**src/rtl/div_sequencer_if.sv**
```systemverilog
// -----------------------------------------------------------------------------
// div_sequencer_if
// Execute-stage <-> divide sequencer handshake bundle.
//
//   req_valid  execute stage holds a divide op (held stable while stall=1)
//   req_op     00 DIV, 01 DIVU, 10 REM, 11 REMU
//   req_a      dividend
//   req_b      divisor
//   req_rd     destination register tag
//   flush      kill any in-flight op
//   stall      freeze the pipeline
//   resp_valid one-cycle result strobe
//   resp_data  quotient or remainder, selected by req_op[1]
//   resp_rd    tag of the result
//
// Modports: master = pipeline side, slave = sequencer side.
// -----------------------------------------------------------------------------
interface div_sequencer_if #(
    parameter int DATA_WIDTH = 32
);
    logic                  req_valid;
    logic [1:0]            req_op;
    logic [DATA_WIDTH-1:0] req_a;
    logic [DATA_WIDTH-1:0] req_b;
    logic [4:0]            req_rd;
    logic                  flush;
    logic                  stall;
    logic                  resp_valid;
    logic [DATA_WIDTH-1:0] resp_data;
    logic [4:0]            resp_rd;

    modport master (
        output req_valid, req_op, req_a, req_b, req_rd, flush,
        input  stall, resp_valid, resp_data, resp_rd
    );

    modport slave (
        input  req_valid, req_op, req_a, req_b, req_rd, flush,
        output stall, resp_valid, resp_data, resp_rd
    );
endinterface

```
**src/rtl/div_sequencer.sv**
```systemverilog
// -----------------------------------------------------------------------------
// div_sequencer
// Sequences DIV/DIVU/REM/REMU ops from the execute stage onto an external
// iterative divider using a level trigger / level finished handshake.
// Divide-by-zero is answered locally (quotient all-ones, remainder = dividend).
//
// Ports:
//   clk, rst_n        clock, asynchronous active-low reset
//   bus (slave)       pipeline request/response handshake (div_sequencer_if)
//   div_dividend      registered dividend to the divider
//   div_divisor       registered divisor to the divider
//   div_is_unsigned   1 for DIVU/REMU
//   div_trigger       divider start level, high only in RUN
//   div_quotient      divider quotient result
//   div_remainder     divider remainder result
//   div_finished      divider done level, drops only after div_trigger falls
//
// Optional feature: define DIV_SEQUENCER_RESULT_CACHE_EN to keep a one-entry
// cache of the last completed divider result; a matching request (same
// operands and signedness) is answered without running the divider.
// -----------------------------------------------------------------------------
module div_sequencer #(
    parameter int DATA_WIDTH = 32
) (
    input  logic                  clk,
    input  logic                  rst_n,
    div_sequencer_if.slave        bus,
    output logic [DATA_WIDTH-1:0] div_dividend,
    output logic [DATA_WIDTH-1:0] div_divisor,
    output logic                  div_is_unsigned,
    output logic                  div_trigger,
    input  logic [DATA_WIDTH-1:0] div_quotient,
    input  logic [DATA_WIDTH-1:0] div_remainder,
    input  logic                  div_finished
);

    typedef enum logic [1:0] {
        IDLE,
        RUN,
        DRAIN,
        RESP
    } state_t;

    state_t                state;
    logic                  kill_q;
    logic                  rem_sel_q;   // req_op[1]: return remainder
    logic [4:0]            rd_q;
    logic [DATA_WIDTH-1:0] quot_q;
    logic [DATA_WIDTH-1:0] rem_q;
    logic                  resp_valid_q;
    logic [DATA_WIDTH-1:0] resp_data_q;
    logic [4:0]            resp_rd_q;

    // Accept only when the divider is back to idle, so RUN is never
    // re-entered while div_finished is still high from a previous op.
    logic accept;
    logic b_zero;
    logic drain_done;
    logic drain_keep;

    assign accept     = (state == IDLE) && bus.req_valid && !bus.flush && !div_finished;
    assign b_zero     = (bus.req_b == '0);
    assign drain_done = (state == DRAIN) && !div_finished;
    assign drain_keep = drain_done && !kill_q && !bus.flush;

    // A result already flushed (or killed) must never reach the pipeline.
    assign bus.resp_valid = resp_valid_q && !bus.flush && !kill_q;
    assign bus.resp_data  = resp_data_q;
    assign bus.resp_rd    = resp_rd_q;
    assign bus.stall      = bus.req_valid && !bus.resp_valid;

`ifdef DIV_SEQUENCER_RESULT_CACHE_EN
    logic                  cache_valid;
    logic                  cache_unsigned;
    logic [DATA_WIDTH-1:0] cache_a;
    logic [DATA_WIDTH-1:0] cache_b;
    logic [DATA_WIDTH-1:0] cache_quot;
    logic [DATA_WIDTH-1:0] cache_rem;
    logic                  cache_hit;

    assign cache_hit = cache_valid
                    && (bus.req_a == cache_a)
                    && (bus.req_b == cache_b)
                    && (bus.req_op[0] == cache_unsigned);

    // Captured when a non-killed divider op leaves DRAIN; the operand
    // registers still hold that op's values at this point.
    always_ff @(posedge clk or negedge rst_n) begin
        if (!rst_n) begin
            cache_valid    <= 1'b0;
            cache_unsigned <= 1'b0;
            cache_a        <= '0;
            cache_b        <= '0;
            cache_quot     <= '0;
            cache_rem      <= '0;
        end else if (drain_keep) begin
            cache_valid    <= 1'b1;
            cache_unsigned <= div_is_unsigned;
            cache_a        <= div_dividend;
            cache_b        <= div_divisor;
            cache_quot     <= quot_q;
            cache_rem      <= rem_q;
        end
    end
`else
    logic                  cache_hit;
    logic [DATA_WIDTH-1:0] cache_quot;
    logic [DATA_WIDTH-1:0] cache_rem;

    assign cache_hit  = 1'b0;
    assign cache_quot = '0;
    assign cache_rem  = '0;
`endif

    // NOTE: every register, including the operand/result holding registers,
    // is reset so the divider sees clean zeros and outputs are defined.
    always_ff @(posedge clk or negedge rst_n) begin
        if (!rst_n) begin
            state           <= IDLE;
            kill_q          <= 1'b0;
            rem_sel_q       <= 1'b0;
            rd_q            <= '0;
            quot_q          <= '0;
            rem_q           <= '0;
            resp_valid_q    <= 1'b0;
            resp_data_q     <= '0;
            resp_rd_q       <= '0;
            div_dividend    <= '0;
            div_divisor     <= '0;
            div_is_unsigned <= 1'b0;
            div_trigger     <= 1'b0;
        end else begin
            // NOTE: non-blocking assignments throughout; later assignments in
            // this block override the default below within the same cycle.
            resp_valid_q <= 1'b0;
            unique case (state)
                IDLE: begin
                    kill_q <= 1'b0;
                    if (accept) begin
                        rem_sel_q       <= bus.req_op[1];
                        rd_q            <= bus.req_rd;
                        div_dividend    <= bus.req_a;
                        div_divisor     <= bus.req_b;
                        div_is_unsigned <= bus.req_op[0];
                        if (b_zero) begin
                            state        <= RESP;
                            resp_valid_q <= 1'b1;
                            resp_rd_q    <= bus.req_rd;
                            resp_data_q  <= bus.req_op[1] ? bus.req_a : '1;
                        end else if (cache_hit) begin
                            state        <= RESP;
                            resp_valid_q <= 1'b1;
                            resp_rd_q    <= bus.req_rd;
                            resp_data_q  <= bus.req_op[1] ? cache_rem : cache_quot;
                        end else begin
                            state       <= RUN;
                            div_trigger <= 1'b1;
                        end
                    end
                end
                RUN: begin
                    // The divider cannot be aborted: a flush only marks the op.
                    if (bus.flush) kill_q <= 1'b1;
                    if (div_finished) begin
                        quot_q      <= div_quotient;
                        rem_q       <= div_remainder;
                        div_trigger <= 1'b0;
                        state       <= DRAIN;
                    end
                end
                DRAIN: begin
                    if (bus.flush) kill_q <= 1'b1;
                    if (drain_done) begin
                        if (kill_q || bus.flush) begin
                            state  <= IDLE;
                            kill_q <= 1'b0;
                        end else begin
                            state        <= RESP;
                            resp_valid_q <= 1'b1;
                            resp_rd_q    <= rd_q;
                            resp_data_q  <= rem_sel_q ? rem_q : quot_q;
                        end
                    end
                end
                RESP: begin
                    state  <= IDLE;
                    kill_q <= 1'b0;
                end
                default: state <= IDLE;
            endcase
        end
    end

endmodule

```
**src/flat_wrapper.sv**
```systemverilog
// flat-port wrapper written by rule: the top's interface ports become plain ports
module div_sequencer_flat 
#(
    parameter int DATA_WIDTH = 32
)
  (clk, rst_n, div_dividend, div_divisor, div_is_unsigned, div_trigger, div_quotient, div_remainder, div_finished, bus_req_valid, bus_req_op, bus_req_a, bus_req_b, bus_req_rd, bus_flush, bus_stall, bus_resp_valid, bus_resp_data, bus_resp_rd);
  div_sequencer_if #(.DATA_WIDTH(DATA_WIDTH)) bus_i ();
  input  logic clk;
  input  logic rst_n;
  output logic [DATA_WIDTH-1:0] div_dividend;
  output logic [DATA_WIDTH-1:0] div_divisor;
  output logic div_is_unsigned;
  output logic div_trigger;
  input  logic [DATA_WIDTH-1:0] div_quotient;
  input  logic [DATA_WIDTH-1:0] div_remainder;
  input  logic div_finished;
  input wire logic [$bits(bus_i.req_valid)-1:0] bus_req_valid;
  input wire logic [$bits(bus_i.req_op)-1:0] bus_req_op;
  input wire logic [$bits(bus_i.req_a)-1:0] bus_req_a;
  input wire logic [$bits(bus_i.req_b)-1:0] bus_req_b;
  input wire logic [$bits(bus_i.req_rd)-1:0] bus_req_rd;
  input wire logic [$bits(bus_i.flush)-1:0] bus_flush;
  output wire logic [$bits(bus_i.stall)-1:0] bus_stall;
  output wire logic [$bits(bus_i.resp_valid)-1:0] bus_resp_valid;
  output wire logic [$bits(bus_i.resp_data)-1:0] bus_resp_data;
  output wire logic [$bits(bus_i.resp_rd)-1:0] bus_resp_rd;
  assign bus_i.req_valid = bus_req_valid;
  assign bus_i.req_op = bus_req_op;
  assign bus_i.req_a = bus_req_a;
  assign bus_i.req_b = bus_req_b;
  assign bus_i.req_rd = bus_req_rd;
  assign bus_i.flush = bus_flush;
  assign bus_stall = bus_i.stall;
  assign bus_resp_valid = bus_i.resp_valid;
  assign bus_resp_data = bus_i.resp_data;
  assign bus_resp_rd = bus_i.resp_rd;
  div_sequencer #(.DATA_WIDTH(DATA_WIDTH)) u_core (.clk(clk), .rst_n(rst_n), .bus(bus_i), .div_dividend(div_dividend), .div_divisor(div_divisor), .div_is_unsigned(div_is_unsigned), .div_trigger(div_trigger), .div_quotient(div_quotient), .div_remainder(div_remainder), .div_finished(div_finished));
endmodule
```
**config.mk**
```make
export PLATFORM = sky130hd
export DESIGN_NAME = div_sequencer_flat
export DESIGN_NICKNAME = d
export VERILOG_FILES = /design/src/rtl/div_sequencer_if.sv /design/src/rtl/div_sequencer.sv /design/src/flat_wrapper.sv
export SDC_FILE = /design/constraint.sdc
export NUM_CORES = 1
export LEC_CHECK = 0
export CAP_MARGIN = 20
export CORE_MARGIN = 10
export CORE_UTILIZATION = 42
export DETAILED_ROUTE_END_ITERATION = 6
export PLACE_DENSITY = 0.75
export SLEW_MARGIN = 30
export SYNTH_ARGS = -nofsm -noshare
export SYNTH_HDL_FRONTEND = slang
export SYNTH_SLANG_ARGS = --single-unit
```
**constraint.sdc**
```tcl
create_clock -name clk -period 1.99 [get_ports clk]
set_input_delay 0.597 -clock clk [delete_from_list [all_inputs] [get_ports clk]]
set_output_delay 0.597 -clock clk [all_outputs]
set_load 0.005 [all_outputs]
```
==> results of run 1 <==
-- kinds of logic (layout without fill, tap and decap cells) --
family / count (synthesis) / count (layout) / share of synthesized area [%]
other: 0 / 1 / 0
AND/OR/NAND/NOR: 97 / 97 / 7.24
buffers and inverters: 38 / 323 / 3.00
flip-flops: 177 / 177 / 58.9
AO/OA/AOI/OAI: 41 / 41 / 4.98
multiplexers: 176 / 176 / 25.8
-- worst paths after layout --
path                            cells after the start  slack [ns]                        to
worst max-delay path                                1        0.03          div_dividend[11]
worst min-delay path                                1        0.10          u_core.rem_q[13]
worst max register to register                      6        0.10  u_core.bus.resp_data[24]
worst min register to register                      1        0.50        u_core.div_trigger
max in group asynchronous                           2        1.24          u_core.rem_q[21]
min in group clk                                    2        0.44     u_core.div_divisor[0]
-- state kept, by name, summed over array words and instances (netlist names) --
signal / count
u_core.kill_q: 1
u_core.div_dividend: 32
u_core.rem_sel_q: 1
u_core.bus.resp_rd: 5
u_core.state: 2
u_core.div_is_unsigned: 1
u_core.div_trigger: 1
u_core.div_divisor: 32
u_core.rem_q: 32
u_core.bus.resp_data: 32
u_core.rd_q: 5
u_core.resp_valid_q: 1
u_core.quot_q: 32
-- routing by layer --
layer	global-route usage [%]	wire, um	up-vias
li1	-	-	2463
met1	22.7	9130	2774
met2	32.2	11600	184
met3	6.03	1630	29
met4	6.57	493	0
met5	0	0	-
-- final cells by class --
cell class	instances	area, um^2
fillers	1322	6160
flip-flops and latches	177	4430
multi-input cells	314	2990
repair buffers	289	2970
clock buffers	18	439
well taps	225	282
clock inverters	14	131
inverters	2	7.51
diodes	1	2.50
-- power groups by stage --
stage               registers (mW)  clock network, mW  logic [mW]
global route                  6.67               3.47        6.56
floorplan                     6.31                  0        2.70
detailed placement            6.49                  0        6.10
global placement              6.37                  0        5.91
finish                        6.46               3.24        6.10
CTS                           6.45               3.30        6.20
-- cells in the final DEF (no fill, tap or decap), types with 3 or more instances in the layout --
| master | count |
|---|---|
| clkinv_4 | 3 |
| clkinvlp_4 | 4 |
| nor4_2 | 5 |
| clkdlybuf4s15_1 | 14 |
| clkbuf_16 | 18 |
| inv_6 | 4 |
| mux2_2 | 144 |
| nor2_1 | 34 |
| nor4_4 | 5 |
| nand2b_1 | 35 |
| clkbuf_2 | 10 |
| clkdlybuf4s50_1 | 205 |
| mux2i_1 | 32 |
| nand2_1 | 3 |
| a21oi_1 | 4 |
| a221o_1 | 32 |
| buf_4 | 27 |
| dfrtp_1 | 176 |
| buf_12 | 12 |
| dlygate4sd2_1 | 11 |
| buf_16 | 3 |
-- what timing repair did --
action | CTS | global route
resized for setup | 63 | 38
cloned | 4 | 1
setup endpoints to repair | 106 | 36
pin swaps | 22 | 15
setup buffers | 7 | 1
-- metrics by stage --
stage,instance area [um^2],cells,TNS (ns)
detailed placement,10400,994,-87.31
floorplan,7530,529,-1.03
CTS,11200,1037,0
finish,11300,1040,0
global route,11300,1040,-0.000939
global placement,10400,994,-79.93
==> results.py, run 1 <==
metrics = {
    "synthesis": {
        "yosysTopAreaCell": "dfrtp_1",
        "synth_area_mm2": 0.00751,
        "syn_nets": 669,
        "avgSynthCellArea_um2": 14.2,
        "synth_sequential_area_ratio_pct": 58.9,
        "yosys_register_bits": 177,
        "synth_top_area_share_pct": 58.9,
        "ys_types": 27,
        "synthTopCellsByCount": "dfrtp_1 (177), mux2_2 (144), nand2b_1 (36), nor2_1 (35)",
        "syn_inst": 529,
        "synth_warnings": 0,
        "yosys_most_used_dff": "dfrtp_1",
        "ys_async_sr_fraction_pct": 100,
        "synth_most_common_cell": "dfrtp_1",
        "yosys-top-cells-area": "dfrtp_1 (59%), mux2_2 (22%), a221o_1 (4.3%)",
        "synth_edf_count": 0,
    },
    "sta": {
        "fin_skew_ns": 0.00786,
        "slew_headroom_pct": 69.7,
        "hold_slack_ns": 0.103,
        "final.period_utilization_pct": 98.2,
        "finalSetupViolCount": 0,
        "layout_min_cycle_time_ns": 1.96,
        "worst_slack_ns": 0.0349,
        "maxSlewViolCount": 0,
        "finalHoldViolations": 0,
        "tightestPinTransition_ns": 0.455,
        "fmax_mhz": 511,
    },
    "critical_path": {
        "worst-path-buf-inv": 1,
        "slowest_delay_ns": 0.56,
        "crit_type": "reg -> out",
        "critPathArrivalTime_ns": 1.36,
        "cp_slowest_cell": "clkdlybuf4s50_1",
        "cp-start-kind": "flop",
        "endpoint_kind": "output port",
        "cp.required_ns": 1.39,
        "path_delay_family": "buffers and inverters",
        "critical_path.startpoint": "u_core.div_dividend[11]",
        "crit_chain": "clkdlybuf4s50_1",
        "cp_max_fo": 2,
        "rr_startpoint": "u_core.state[0]",
    },
    "grt": {
        "grt_pass1_vias": 6113,
        "grt.total_usage_pct": 19.2,
        "grt-ovfl-total": 0,
        "grt_max_degree": 54,
        "grt_pass1_wl_um": 35900,
        "antenna_found_initial": 1,
    },
    "place": {
        "place_ws_ns": -0.792,
        "portBuffers": 244,
        "dp_hpwl_um": 16900,
        "routabilityCongestion": 0.855,
    },
    "power": {
        "switchingPower_mw": 4.56,
        "p_leak_nw": 4.86,
        "p_comb_share_pct": 38.6,
        "ir_drop_mv": 0.733,
        "finalPower_mw": 15.8,
        "power.density_mw_per_mm2": 1400,
        "switching_share_pct": 28.8,
        "intPower_mw": 11.3,
        "power_frac_seq_pct": 40.9,
        "pwr-share-clk_pct": 20.5,
    },
    "min_path": {
        "hp-class": "in -> async",
    },
    "drt": {
        "dr.pass1.iters": 4,
        "avgViaCountPerCell": 5.24,
        "drt-wirelength-per-cell_um": 22.0,
        "detail-route-antenna-nets": 0,
        "drc_errors": 0,
        "num_vias": 5450,
        "drt-initial-drc-count": 236,
        "wirelength_um": 22800,
    },
    "floorplan": {
        "chipWidth_um": 154,
        "core_mm2": 0.0174,
        "num_rows": 48,
        "die-area_mm2": 0.0236,
        "start_util_pct": 43.1,
        "die_h_um": 154,
        "num_io_pins": 245,
    },
    "cts": {
        "cts_tree": "yes",
        "clock_tree.root_cell": "clkbuf_16",
        "cts_hold_buf": 0,
        "cts_buffers": 17,
        "clock-sinks": 177,
        "cts_max_level": 4,
        "clock_latency_ns": 0.43,
        "clock_path_buffers": 2,
        "path_clk_slew_ns": 0.07,
    },
    "finish": {
        "drive_gt1_share_pct": 31.2,
        "syn_to_final_growth_pct": 49.9,
        "fin_util_pct": 64.7,
        "finalNetCount": 941,
    },
    "run": {
        "drv_cap": 0,
    },
    "outcome": {
        "status": "finished clean",
    },
}
(Power assumes the default switching activity.)
==> inputs of run 2 (changes only) <==
CELL_PAD_IN_SITES_DETAIL_PLACEMENT = 0   (was not set)
CELL_PAD_IN_SITES_GLOBAL_PLACEMENT = 1   (was not set)
CORE_UTILIZATION = 33   (was 42)
PLACE_DENSITY = 0.74   (was 0.75)
SKIP_CTS_REPAIR_TIMING = 1   (was not set)
==> run 2 against run 1 <==
Critical path depth increased by 7. Clock power increased by 7.4%. Clock skew increased by 0.0024 ns. Sequential cell count did not move. Sequential power down 2%. First-iteration DRC count down 23%. Non-clock buffer count is the same. Die area is 24% higher.
==> results.py, run 2 (same netlist as run 1, synthesis figures left out) <==
metrics = {
    "outcome": {
        "status": "finished clean",
    },
    "finish": {
        "drive_gt1_share_pct": 29.8,
        "final_common_cell": "clkdlybuf4s50_1",
        "layout.cells.non_filler": 1099,
        "finalNetCount": 941,
        "syn_to_final_growth_pct": 52.4,
        "fin_util_pct": 50.9,
        "final_cell_mix": "clkdlybuf4s50_1 (205), dfrtp_1 (176), mux2_2 (144)",
    },
    "drt": {
        "drt-initial-drc-count": 182,
        "drt-wirelength-per-cell_um": 20.8,
        "drc_errors": 0,
        "detail-route-antenna-nets": 0,
        "dr.pass1.iters": 5,
        "avgViaCountPerCell": 4.85,
        "wirelength_um": 22900,
        "num_vias": 5331,
    },
    "power": {
        "switching_share_pct": 27.6,
        "power.density_mw_per_mm2": 1390,
        "p_comb_share_pct": 38.2,
        "pwr-share-clk_pct": 21.9,
        "power_frac_seq_pct": 39.9,
        "p_leak_nw": 5.15,
        "intPower_mw": 11.5,
        "ir_drop_mv": 0.736,
        "switchingPower_mw": 4.39,
        "finalPower_mw": 15.9,
    },
    "critical_path": {
        "cp.required_ns": 2.29,
        "crit_top_cell": "buf_4",
        "slowest_delay_ns": 0.32,
        "endpoint_kind": "flop",
        "cp_max_fo": 10,
        "cp_slowest_cell": "a221o_1",
        "crit_type": "in -> reg",
        "path_delay_family": "buffers and inverters",
        "critPathArrivalTime_ns": 2.27,
        "crit_chain": "dlymetal6s2s_1 -> nor4_2 -> buf_4 -> and4_4 -> a31oi_4 -> buf_4 -> clkbuf_16 -> a221o_1",
        "cp-start-kind": "primary input",
        "worst-path-buf-inv": 4,
    },
    "cts": {
        "clock-sinks": 177,
        "cts_max_level": 4,
        "cts_buffers": 17,
        "path_clk_slew_ns": 0.07,
        "clock_tree.root_cell": "clkbuf_16",
        "clock_latency_ns": 0.41,
        "clock_path_buffers": 2,
        "cts_tree": "yes",
    },
    "floorplan": {
        "die_h_um": 171,
        "chipWidth_um": 171,
        "die-area_mm2": 0.0292,
        "core_mm2": 0.0225,
        "start_util_pct": 33.4,
        "num_io_pins": 245,
        "num_rows": 55,
    },
    "sta": {
        "fin_skew_ns": 0.0103,
        "final.period_utilization_pct": 99.4,
        "tightestPinTransition_ns": 0.598,
        "layout_min_cycle_time_ns": 1.98,
        "rsz0062_at_grt": "yes",
        "fmax_mhz": 506,
        "maxSlewViolCount": 0,
        "slew_headroom_pct": 60.1,
        "finalSetupTns_ns": 0,
        "worst_slack_ns": 0.0126,
        "finalHoldViolations": 0,
        "finalSetupViolCount": 0,
    },
    "place": {
        "dp_hpwl_um": 16200,
        "routabilityCongestion": 0.799,
        "place_inst": 1052,
        "place_ws_ns": -0.692,
        "portBuffers": 244,
    },
    "grt": {
        "grt_pass1_vias": 5789,
        "grt_pass1_wl_um": 33400,
        "grt-ovfl-total": 0,
        "grt.total_usage_pct": 14.7,
        "antenna_found_initial": 3,
        "grt_max_degree": 77,
    },
    "min_path": {
        "hp-class": "in -> async",
    },
    "run": {
        "drv_cap": 0,
    },
}
## run 2: cell count changes in the layout (fill, tap and decap cells not counted), sizes merged, moves of 3 or more
cell           delta
dlymetal6s2s     +34
clkdlybuf4s15    -14
dlygate4sd2      -11
buf               -3
clkbuf            -3
clkinv            -3
## run 2: stage by stage
step / hold WS, ns / instance area, um^2
floorplan: 0.301 / 7530
global placement: 0.484 / 10400
detailed placement: 0.492 / 10400
CTS: 0.159 / 11000
global route: 0.164 / 11400
finish: 0.161 / 11500
## run 2: path summary, 6_finish.rpt
path	startpoint	end	slack (ns)	cells after the start
max in group asynchronous	rst_n	u_core.bus.resp_rd[1]	1.28	2
hold / removal	rst_n	u_core.div_dividend[12]	0.16	2
setup reg to reg	u_core.state[1]	u_core.bus.resp_data[18]	0.15	6
setup / recovery	bus_req_b[31]	u_core.bus.resp_data[18]	0.01	8
min in group clk	bus_req_b[23]	u_core.div_divisor[23]	0.45	2
hold reg to reg	u_core.div_trigger	u_core.div_trigger	0.50	1
## run 2: metal layers
metal,GRT usage [%],routed length [um]
met5,0,15
met4,3.36,199
met1,17.6,9640
met3,6.29,1980
met2,24.1,11000
## run 2: layout make-up
cell class                 count  area [um^2]
multi-input combinational    314         2980
clock buffer                  20          457
antenna                        1         2.50
clock inverter                11          150
tap                          285          357
sequential                   177         4430
fill                        1915        11100
inverter                       2         7.51
timing repair buffer         289         3070
## run 2: power by group through the flow
stage | clock network [mW] | registers, mW | logic [mW]
after detailed placement | 0 | 6.40 | 6.08
after CTS | 3.60 | 6.35 | 6.09
final | 3.48 | 6.35 | 6.07
after global routing | 3.75 | 6.56 | 6.54
after global placement | 0 | 6.32 | 5.95
after floorplan | 0 | 6.31 | 2.70
